<file path="src/rtl/mux_scan_pkg.sv">
// mux_scan_pkg: shared channel count, FSM state type and enabled-channel search helpers.
package mux_scan_pkg;
    localparam int NUM_CH = 4;
    typedef enum logic {IDLE, SCAN} state_e;
    typedef struct packed {
        logic [1:0] ch;
        logic       last;
    } pick_t;
    // last=1 when no enabled channel lies above cur; cur=-1 searches from channel 0
    function automatic pick_t next_en(input logic [NUM_CH-1:0] mask, input int cur);
        pick_t p;
        p = '{ch: 2'd0, last: 1'b1};
        for (int i = NUM_CH - 1; i >= 0; i--) begin
            if (mask[i] && i > cur) begin
                p.ch   = 2'(i);
                p.last = 1'b0;
            end
        end
        return p;
    endfunction
    function automatic logic [1:0] first_en(input logic [NUM_CH-1:0] mask);
        pick_t p;
        p = next_en(mask, -1);
        return p.ch;
    endfunction
endpackage

</file>
<file path="src/rtl/mux_scan_sequencer_chan_pick.sv">
// chan_pick: combinational finder of the next enabled channel above cur_i (cur_i=-1 gives the first).
module chan_pick
    import mux_scan_pkg::*;
(
    input  logic [NUM_CH-1:0] mask_i,
    input  logic signed [2:0] cur_i,
    output logic [1:0]        ch_o,
    output logic              last_o
);
    pick_t p;
    assign p      = next_en(mask_i, int'(cur_i));
    assign ch_o   = p.ch;
    assign last_o = p.last;
endmodule

</file>
<file path="src/rtl/mux_scan_sequencer.sv">
// mux_scan_sequencer: steps sel over enabled mux channels, samples mux_f per dwell,
// and publishes one 4-bit frame per pass with a single-cycle valid strobe.
module mux_scan_sequencer
    import mux_scan_pkg::*;
#(
    parameter int DWELL = 4
) (
    input  logic              clk_i,
    input  logic              rst_i,
    input  logic              en_i,
    input  logic [NUM_CH-1:0] mask_i,
    input  logic              mux_f_i,
    output logic [1:0]        sel_o,
    output logic [NUM_CH-1:0] frame_o,
    output logic              frame_valid_o,
    output logic              busy_o
);
    localparam int CW = (DWELL > 1) ? $clog2(DWELL) : 1;

    state_e            state_q, state_d;
    logic [CW-1:0]     cnt_q, cnt_d;
    logic [NUM_CH-1:0] snap_q, snap_d;
    logic [NUM_CH-1:0] shadow_q, shadow_d;
    logic [NUM_CH-1:0] frame_q, frame_d;
    logic [1:0]        sel_q, sel_d;
    logic              fv_q, fv_d;
    logic [1:0]        next_ch, first_ch;
    logic              is_last, mask_empty;
    logic              done, start;
    logic [NUM_CH-1:0] merged;

    chan_pick u_next (
        .mask_i (snap_q),
        .cur_i  ($signed({1'b0, sel_q})),
        .ch_o   (next_ch),
        .last_o (is_last)
    );

    chan_pick u_first (
        .mask_i (mask_i),
        .cur_i  (3'sb111),
        .ch_o   (first_ch),
        .last_o (mask_empty)
    );

    assign done   = cnt_q == CW'(DWELL - 1);
    assign start  = en_i && !mask_empty;
    assign merged = shadow_q | (NUM_CH'(mux_f_i) << sel_q);

    always_comb begin
        state_d  = state_q;
        cnt_d    = cnt_q;
        snap_d   = snap_q;
        shadow_d = shadow_q;
        frame_d  = frame_q;
        sel_d    = sel_q;
        fv_d     = 1'b0;
        if (state_q == IDLE) begin
            shadow_d = '0;
            sel_d    = 2'd0;
            if (start) begin
                snap_d  = mask_i;
                sel_d   = first_ch;
                cnt_d   = '0;
                state_d = SCAN;
            end
        end else if (!done) begin
            cnt_d = cnt_q + 1'b1;
        end else begin
            cnt_d    = '0;
            shadow_d = merged;
            sel_d    = next_ch;
            if (is_last) begin
                frame_d  = merged;
                fv_d     = 1'b1;
                shadow_d = '0;
                snap_d   = start ? mask_i : snap_q;
                sel_d    = start ? first_ch : 2'd0;
                state_d  = start ? SCAN : IDLE;
            end
        end
    end

    always_ff @(posedge clk_i) begin
        if (rst_i) begin
            state_q  <= IDLE;
            cnt_q    <= '0;
            snap_q   <= '0;
            shadow_q <= '0;
            frame_q  <= '0;
            sel_q    <= 2'd0;
            fv_q     <= 1'b0;
        end else begin
            state_q  <= state_d;
            cnt_q    <= cnt_d;
            snap_q   <= snap_d;
            shadow_q <= shadow_d;
            frame_q  <= frame_d;
            sel_q    <= sel_d;
            fv_q     <= fv_d;
        end
    end

    assign sel_o         = sel_q;
    assign frame_o       = frame_q;
    assign frame_valid_o = fv_q;
    assign busy_o        = state_q == SCAN;
endmodule

</file>
<file path="config.mk">
export PLATFORM = sky130hd
export DESIGN_NAME = mux_scan_sequencer
export DESIGN_NICKNAME = d
export VERILOG_FILES = /design/src/rtl/mux_scan_pkg.sv /design/src/rtl/mux_scan_sequencer_chan_pick.sv /design/src/rtl/mux_scan_sequencer.sv
export SDC_FILE = /design/constraint.sdc
export NUM_CORES = 1
export LEC_CHECK = 0
export ABC_AREA = 1
export BUFFER_PORTS_ARGS = -buffer_cell sky130_fd_sc_hd__clkbuf_2
export CORE_MARGIN = 3
export CORE_UTILIZATION = 47
export DETAILED_ROUTE_END_ITERATION = 8
export GPL_TIMING_DRIVEN = 0
export MAX_ROUTING_LAYER = met4
export PLACE_DENSITY_LB_ADDON = 0.25
export REMOVE_ABC_BUFFERS = 1
export SETUP_SLACK_MARGIN = 0.05
export SLEW_MARGIN = 20
export SYNTH_ARGS = -nofsm -noshare
export SYNTH_HDL_FRONTEND = slang
export SYNTH_SLANG_ARGS = --single-unit
</file>
<file path="constraint.sdc">
create_clock -name clk_i -period 1.1 [get_ports clk_i]
set_input_delay 0.11 -clock clk_i [delete_from_list [all_inputs] [get_ports clk_i]]
set_output_delay 0.11 -clock clk_i [all_outputs]
set_load 0.005 [all_outputs]
</file>
==> flow_summary.toml, run 1 <==
[outcome]
status = "complete, but fails checks"
violations = "negative setup slack"

[yosys]
syn_area_um2 = 826
synthMuxAreaShare_pct = 0
synth_commonest_cells = "nand2_1, nor2_1, dfxtp_1"
avgSynthCellArea_um2 = 7.44
synth_warnings = 0
synth_top_family_by_area = "simple AND/OR/NAND/NOR gates"
synthCells = 111
synthTopCellsByArea = "dfxtp_1, nand2_1, nor2_1"
synthXorXnorAreaFrac_pct = 0
ys_types = 20
yosys.area.top_type = "dfxtp_1"
synth_compound_area_share_pct = 14.8
yosysMostFrequentCell = "nand2_1"
synthFlopType = "dfxtp_1"
yosys.area_share.simple_pct = 35.6
synth-async-reset-ratio_pct = 0
synth_edf_count = 0
ys_seq_elements = 17
synth.yosys.seq_area_share_pct = 41.2
synth_fa_ha_area_share_pct = 1.52
synth_top_area_share_pct = 41.2

[cells_and_area]
post-route-util_pct = 74.8
nFillCells = 106
syn_to_final_growth_pct = 42.7
drive_gt1_share_pct = 46.5
insertedDiodeCount = 0
nets = 152

[die]
dieArea_um2 = 2300
ios = 16
core_area_um2 = 1580
fp-row-count = 14
start_util_pct = 52.4
die_h_um = 47.9
dieWidth_um = 47.9

[placement]
dpl_worst_slack_ps = -274
portBuffers = 15
dp_hpwl_um = 1170
gp_congestion = 0.812

[global_route]
first_global_vias = 699
grt_max_degree = 10
antenna_found_initial = 0
grt_pass1_wl_um = 2770
grt_overflow = 0
grt.total_usage_pct = 18.4

[sta]
worstMarginPinSlew_ps = 240
setup_violations = 11
fin_crit_sh_pct = 103
final_hold_viol_count = 0
rsz0062_at_grt = "true"
fin_worst_skew_ps = 2.53
slew_viol_final = 0
relSlewSlack_pct = 83.8
finalHoldWorstSlack_ps = 72.0
layout_min_cycle_time_ps = 1130
fmax_ghz = 0.881
finalWorstSetupSlack_ps = -34.7

[routing]
final_antenna_net_count = 0
dr_total_vias = 843
viasPerCell = 5.34
drt-initial-drc-count = 12
route.detailed.drc = 0
totalWireLength_um = 2260
wire_per_inst_um = 14.3
drt_pass1_iterations = 4

[worst_setup_path]
worst-path-max-fanout = 4
rrSetupSlack_ps = -30
critPathCapture = "shadow_q[0]$_SDFFE_PP0P_"
r2r_start = "sel_o[0]$_SDFFE_PP0N_"
start_kind = "flop"
crit_arrival_ps = 1360
timing.rr.end = "shadow_q[0]$_SDFFE_PP0P_"
end_kind = "flop"
critical_path_class = "flop to flop"
cp.required_ps = 1330
crit_path_start = "sel_o[0]$_SDFFE_PP0N_"
reg2reg_depth = 6

[power_and_ir_drop]
p_total_uw = 1350
irDropWorstVdd_v = 0.000758
leakagePower_uw = 0.000545
power.density_nw_per_um2 = 1140

[clock_tree]
cts.path.max_buffers = 2
numCtsBuffers = 3
insertion_delay_ps = 290
htree_levels = 1
cts_tree = "built"
cts_hold_buffers = 0
cts_sinks = 17
cts_root_buf = "clkbuf_4"
cts.clk_slew.worst_paths_ps = 90

[job]
drv_cap = 0

[min_path]
hold_depth = 3
hp-class = "input port to flop"
how the worst min path moves through the flow:
stage	end	startpoint	slack [ps]
after global routing	snap_q[3]$_SDFFE_PP0P_	mask_i[3]	80
after global placement	snap_q[3]$_SDFFE_PP0P_	mask_i[3]	370
final	snap_q[3]$_SDFFE_PP0P_	mask_i[3]	70
after detailed placement	snap_q[3]$_SDFFE_PP0P_	mask_i[3]	380
after floorplan	frame_o[0]$_SDFFE_PP0P_	rst_i	180
after CTS	snap_q[3]$_SDFFE_PP0P_	mask_i[3]	70
cells by family after synthesis:
family | Yosys count
buffers and inverters | 14
AND/OR/NAND/NOR | 59
AO/OA/AOI/OAI | 20
adder cells (fa/ha/maj) | 1
flip-flops | 17
sequential cells by signal, summed over array words and instances (netlist names):
| signal | cells |
|---|---|
| frame_valid_o | 1 |
| busy_o | 1 |
| cnt_q | 2 |
| shadow_q | 4 |
| snap_q | 3 |
| sel_o | 2 |
| frame_o | 4 |
metal layers:
metal	GRT usage, %	part of all wire (%)
met1	19.9	43
met3	6.77	3.0
met5	-	0
met2	29.8	51
met4	8.06	2.8
worst max-delay path, stage by stage, from the launching register on:
cell	delay [ps]
dfxtp_4	370
buf_4	150
inv_1	70
nand2_2	100
o21bai_4	160
o211ai_1	100
nor2_1	120
power breakdown:
part           switching (uW)  internal, uW
Sequential               35.3           644
Combinational             193           144
Clock                     192           141
layout by cell type, fill, tap and decap left out, types with 2 or more instances in the layout:
cell       n
buf_4     13
nor2_2     3
a21oi_1    6
clkbuf_4   3
clkbuf_2  15
nand2_1   16
o21bai_2   2
nor2_1    14
nor2_4     2
nand2_4    6
o21ai_0    5
nand3_1    5
dfxtp_4    3
o21bai_4   2
inv_1      9
nand2_2    7
o211ai_1   5
dfxtp_2    2
dfxtp_1   12
through the flow:
step                TNS [ps]  area, um2  cells
finish                  -162       1180    158
global route           -1220       1180    158
CTS                        0       1040    151
detailed placement     -3460        910    140
global placement       -3470        910    140
floorplan               -897        815    109
layout make-up:
class                   count  area [um2]  share of cell area [%]
clock buffers               4        26.3                    2.23
flip-flops and latches     17         354                    30.0
repair buffers             29         184                    15.6
inverters                  12        51.3                    4.35
multi-input cells          80         543                    46.1
well taps                  16        20.0                    1.70
timing repair:
| action | CTS | global route |
|---|---|---|
| resized for setup | 17 | 21 |
| setup endpoints to repair | 18 | 17 |
| buffers inserted | 7 | 7 |
| pin swaps | 7 | 13 |
Power figures use the tool's default switching activity.
==> inputs of run 2 (changes only) <==
--- a/config.mk
+++ b/config.mk
@@ -6,6 +6,7 @@
 export NUM_CORES = 1
 export LEC_CHECK = 0
 export ABC_AREA = 1
+export ABC_CLOCK_PERIOD_IN_PS = 1000
 export BUFFER_PORTS_ARGS = -buffer_cell sky130_fd_sc_hd__clkbuf_2
 export CORE_MARGIN = 3
 export CORE_UTILIZATION = 47
==> constraint.sdc (replaced) <==
create_clock -name clk_i -period 1 [get_ports clk_i]
set_input_delay 0.1 -clock clk_i [delete_from_list [all_inputs] [get_ports clk_i]]
set_output_delay 0.1 -clock clk_i [all_outputs]
set_load 0.005 [all_outputs]
==> run 2 against run 1 <==
  * Highest routed layer unchanged
  * Via count fell by 0.59%
  * Critical path type unchanged
  * Critical path depth fell by 1
  * The run still ends with negative setup slack left
  * Register-to-register slack got worse by 96 ps
  * Global-route usage rose by 0.39 points
  * Wire length fell by 7.4%
  * Hold slack got worse by 11 ps
  * Clock skew barely moved
  * Die area did not move
  * Setup slack got worse by 96 ps
  * Combinational power rose by 8.3%
  * Count of clock-buffer cells in the layout did not move
  * Final area rose by 0.43%
==> flow_summary.toml, run 2 (synthesized netlist as in run 1, its figures left out) <==
[outcome]
status = "complete, but fails checks"
violations = "negative setup slack"

[worst_setup_path]
max_stage_delay_ps = 390
critical_path_class = "flop to flop"
crit_arrival_ps = 1320
cp_slowest_cell = "dfxtp_4"
end_kind = "flop"
worstPathCellList = "clkinvlp_4, nor2_4, inv_2, o21ai_0, nor2_1"
cp.required_ps = 1190
start_kind = "flop"
worst-path-max-fanout = 6
critical_path.top_delay_family = "flip-flops"
crit_buf_inv = 2

[sta]
final_hold_viol_count = 0
setup_violations = 20
rsz0062_at_grt = "true"
worstMarginPinSlew_ps = 234
fmax_ghz = 0.884
layout_min_cycle_time_ps = 1130
finalWorstSetupSlack_ps = -131
relSlewSlack_pct = 84.3
slew_viol_final = 0
fin_crit_sh_pct = 113
fin_worst_skew_ps = 2.18

[power_and_ir_drop]
swShare_pct = 31.0
p_int_uw = 1020
p_total_uw = 1480
pwr-share-seq_pct = 50.5
power.switching_uw = 459
clock_power_share_pct = 24.9
irDropWorstVdd_v = 0.000887
leakagePower_uw = 0.000545
power.density_nw_per_um2 = 1250
pwr-share-comb_pct = 24.6

[clock_tree]
htree_levels = 1
insertion_delay_ps = 290
cts_sinks = 17
cts_root_buf = "clkbuf_4"
cts.path.max_buffers = 2
cts.clk_slew.worst_paths_ps = 90
cts_tree = "built"
numCtsBuffers = 3

[placement]
gp_congestion = 0.812
portBuffers = 15
dp_hpwl_um = 1170
dp_cells = 140

[routing]
viasPerCell = 5.34
route.detailed.drc = 0
wire_per_inst_um = 13.3
final_antenna_net_count = 0
drt-initial-drc-count = 15
dr_total_vias = 838
totalWireLength_um = 2090
drt_pass1_iterations = 4

[die]
fp-row-count = 14
die_h_um = 47.9
core_area_um2 = 1580
dieWidth_um = 47.9
ios = 16
start_util_pct = 52.4
dieArea_um2 = 2300

[cells_and_area]
drive_gt1_share_pct = 44.7
nets = 151
nFillCells = 105
syn_to_final_growth_pct = 43.3
insertedDiodeCount = 0
final_common_cell = "nand2_1"
finalNonFillerCells = 157
final_cell_mix = "nand2_1, nor2_1, clkbuf_2"

[job]
drv_cap = 0

[global_route]
grt.total_usage_pct = 18.8
antenna_found_initial = 0
grt_pass1_wl_um = 2810
grt_overflow = 0
grt_max_degree = 10
first_global_vias = 707

[min_path]
hp-class = "input port to flop"
run 2: cell types whose count changed in the layout (fill, tap and decap cells not counted):
cell     previous run  this run
nand2_8             1         2
buf_4              13        11
nand2_1            16        17
nor2_1             14        15
nor2_2              3         2
nand2_2             7         5
buf_6               1         2
run 2: what timing repair did:
action,CTS,global route
cloned,0,0
hold buffers,0,0
buffers inserted,8,5
resized for setup,19,20
pin swaps,8,16
setup endpoints to repair,20,19
run 2: power groups by stage:
stage | Clock, uW | Combinational (uW) | Sequential [uW]
after global routing | 408 | 402 | 754
after detailed placement | 0 | 215 | 759
after global placement | 0 | 209 | 759
after floorplan | 0 | 156 | 753
after CTS | 370 | 276 | 737
final | 369 | 365 | 749
run 2: tightest hold or removal path, delay by kind of cell:
| family | cells | cell delay (ps) |
|---|---|---|
| AND/OR/NAND/NOR | 2 | 120 |
| buffers and inverters | 1 | 100 |
run 2: final cells by class:
class                   count  area (um2)  share of cell area [%]
well taps                  16        20.0                    1.69
repair buffers             28         180                    15.2
clock buffers               4        26.3                    2.22
flip-flops and latches     17         354                    29.9
multi-input cells          80         552                    46.6
inverters                  12        51.3                    4.33
run 2: path summary, 6_finish.rpt:
kind                            cells after the start                    start                 endpoint  slack (ps)
worst min register to register                      2  frame_o[3]$_SDFFE_PP0P_  frame_o[3]$_SDFFE_PP0P_         460
worst min-delay path                                3                mask_i[3]   snap_q[3]$_SDFFE_PP0P_          60
worst max register to register                      5        busy_o$_SDFF_PP0_    sel_o[0]$_SDFFE_PP0N_        -130
worst max-delay path                                5        busy_o$_SDFF_PP0_    sel_o[0]$_SDFFE_PP0N_        -130
run 2: per-layer routing:
metal  wire, um  global-route usage, %
met5          0                      -
met1        868                   19.7
met4         34                   8.06
met3         77                   6.77
met2       1110                   31.4
run 2: per-stage QoR:
stage | hold slack, ps | cell area [um2] | setup slack (ps) | util [%] | setup TNS, ps
after CTS | 57.2 | 1060 | -98.9 | 67.0 | -934
after floorplan | 169 | 815 | -214 | - | -2490
after global routing | 63.4 | 1180 | -222 | 75.1 | -2970
final | 60.8 | 1180 | -131 | 75.1 | -1630
after detailed placement | 368 | 910 | -374 | 57.7 | -5160
after global placement | 365 | 910 | -394 | 57.7 | -5170
==> inputs of run 3 (changes only) <==
--- a/config.mk
+++ b/config.mk
@@ -14,7 +14,7 @@
 export GPL_TIMING_DRIVEN = 0
 export MAX_ROUTING_LAYER = met4
 export PLACE_DENSITY_LB_ADDON = 0.25
-export REMOVE_ABC_BUFFERS = 1
+export RECOVER_POWER = 50
 export SETUP_SLACK_MARGIN = 0.05
 export SLEW_MARGIN = 20
 export SYNTH_ARGS = -nofsm -noshare
==> run 3 against run 2 <==
  * The flow still finishes with violations (negative setup slack)
  * Critical path depth stayed put
  * Via count is 2.1% lower
  * Final cell count is 0.64% lower
  * Non-clock buffer count is 1 lower
  * Sequential share of layout area is 1.5 points higher
  * Count of clock-buffer cells in the layout is 1 lower
  * Wire length is 11% lower
  * Setup slack worse by 3.6 ps
  * Maximum frequency is 0.32% lower
  * Critical path type unchanged
  * Critical endpoint is now frame_o[1]$_SDFFE_PP0P_
==> flow_summary.toml, run 3 (synthesized netlist as in run 1, its figures left out) <==
[sta]
fin_worst_skew_ps = 1.36
fmax_ghz = 0.882
rsz0062_at_grt = "true"
setup_violations = 14
final_hold_viol_count = 0
slew_viol_final = 0
worstMarginPinSlew_ps = 358
finalWorstSetupSlack_ps = -134
layout_min_cycle_time_ps = 1130
finalHoldWorstSlack_ps = 65.6
fin_crit_sh_pct = 113
relSlewSlack_pct = 76.1

[cells_and_area]
drive_gt1_share_pct = 37.9
final_cell_mix = "nand2_1, nor2_1, dfxtp_1"
nFillCells = 130
insertedDiodeCount = 0
final_common_cell = "nand2_1"
syn_to_final_growth_pct = 34.8
finalNonFillerCells = 156
post-route-util_pct = 70.6
nets = 150

[global_route]
grt_max_degree = 11
first_global_vias = 715
grt_pass1_wl_um = 2990
grt.total_usage_pct = 19.3
antenna_found_initial = 0
grt_overflow = 0

[worst_setup_path]
cp.required_ps = 1220
worst-path-max-fanout = 7
critical_path_class = "flop to flop"
crit_arrival_ps = 1360
start_kind = "flop"
end_kind = "flop"

[routing]
route.detailed.drc = 0
dr_total_vias = 820
final_antenna_net_count = 0
wl_met3_um = 72
top_layer_used = "met4"
drt_pass1_iterations = 4
wl_met1_um = 830
wire_per_inst_um = 11.9
drt-initial-drc-count = 19
viasPerCell = 5.26
dr_wl_met2_um = 922
totalWireLength_um = 1860

[outcome]
status = "complete, but fails checks"
violations = "negative setup slack"

[power_and_ir_drop]
p_int_uw = 995
power.switching_uw = 432
irDropWorstVdd_v = 0.000728
swShare_pct = 30.3
clock_power_share_pct = 25.5
pwr-share-seq_pct = 52.2
leakagePower_uw = 0.000509
power.density_nw_per_um2 = 1280
pwr-share-comb_pct = 22.3

[placement]
gp_congestion = 0.794
portBuffers = 14
dp_cells = 141
dp_hpwl_um = 1260

[clock_tree]
cts_tree = "built"
cts.clk_slew.worst_paths_ps = 100
cts.path.max_buffers = 2
insertion_delay_ps = 290
cts_sinks = 17
numCtsBuffers = 3
cts_root_buf = "clkbuf_4"
htree_levels = 1

[min_path]
hp-class = "input port to flop"

[yosys]
syn_nets = 120

[die]
start_util_pct = 52.4
die_h_um = 47.9
core_area_um2 = 1580
fp-row-count = 14
ios = 16
dieWidth_um = 47.9
dieArea_um2 = 2300

[job]
drv_cap = 0
run 3: cell count changes in the layout (fill, tap and decap cells not counted), moves of 2 or more:
cell / change
buf_6: -2
clkbuf_1: +4
clkbuf_2: -5
nand2_2: +2
nand2_8: -2
nand3_1: -2
nand3_2: +2
o21bai_1: +4
o21bai_2: -2
o21bai_4: -2
run 3: critical path, cell delays in order (launching register included):
cell and delay, ps:
dfxtp_2 360, ha_4 180, nand2_4 90, nor2_8 170, nand3_1 110, a21oi_1 150
run 3: path summary, 6_finish.rpt:
kind / startpoint / end / slack, ps / depth (start not counted)
worst max register to register: cnt_q[0]$_SDFFE_PP0P_ / frame_o[1]$_SDFFE_PP0P_ / -130 / 5
worst max-delay path: cnt_q[0]$_SDFFE_PP0P_ / frame_o[1]$_SDFFE_PP0P_ / -130 / 5
worst min register to register: frame_o[3]$_SDFFE_PP0P_ / frame_o[3]$_SDFFE_PP0P_ / 460 / 2
worst min-delay path: mask_i[1] / snap_q[1]$_SDFFE_PP0P_ / 70 / 3
run 3: metal layers:
layer  up-vias  global-route usage (%)
met3         6                    4.51
met5         -                       -
met4         0                    10.8
met1       367                    23.8
li1        427                       -
met2        20                    28.5
run 3: final cells by class:
class / count / area [um2] / share of cell area, %
Tap cell: 16 / 20.0 / 1.80
Buffer: 2 / 18.8 / 1.69
Timing Repair Buffer: 25 / 148 / 13.3
Inverter: 12 / 47.5 / 4.27
Sequential cell: 17 / 350 / 31.5
Clock buffer: 3 / 22.5 / 2.02
Clock inverter: 1 / 5.00 / 0.449
Multi-Input combinational cell: 80 / 502 / 45.1
run 3: timing repair:
item | 4_1_cts | 5_1_grt
cloned | 0 | 0
buffers inserted | 7 | 4
pin swaps | 7 | 6
resized for setup | 8 | 8
setup endpoints to repair | 17 | 17
hold buffers | 0 | 0
run 3: metrics by stage:
stage	TNS (ps)	instance area (um2)	total power, uW	worst slack [ps]
after floorplan	-271	863	935	-58.6
after global placement	-955	953	991	-157
after detailed placement	-1010	953	996	-184
after CTS	-1010	1060	1400	-110
after global routing	-2570	1110	1520	-227
final	-1390	1110	1430	-134
run 3: power groups by stage:
stage | clock network (uW) | logic [uW] | registers [uW]
2_1_floorplan | 0 | 186 | 750
3_3_place_gp | 0 | 237 | 754
3_5_place_dp | 0 | 241 | 755
4_1_cts | 381 | 281 | 740
5_1_grt | 411 | 359 | 751
6_report | 364 | 318 | 745
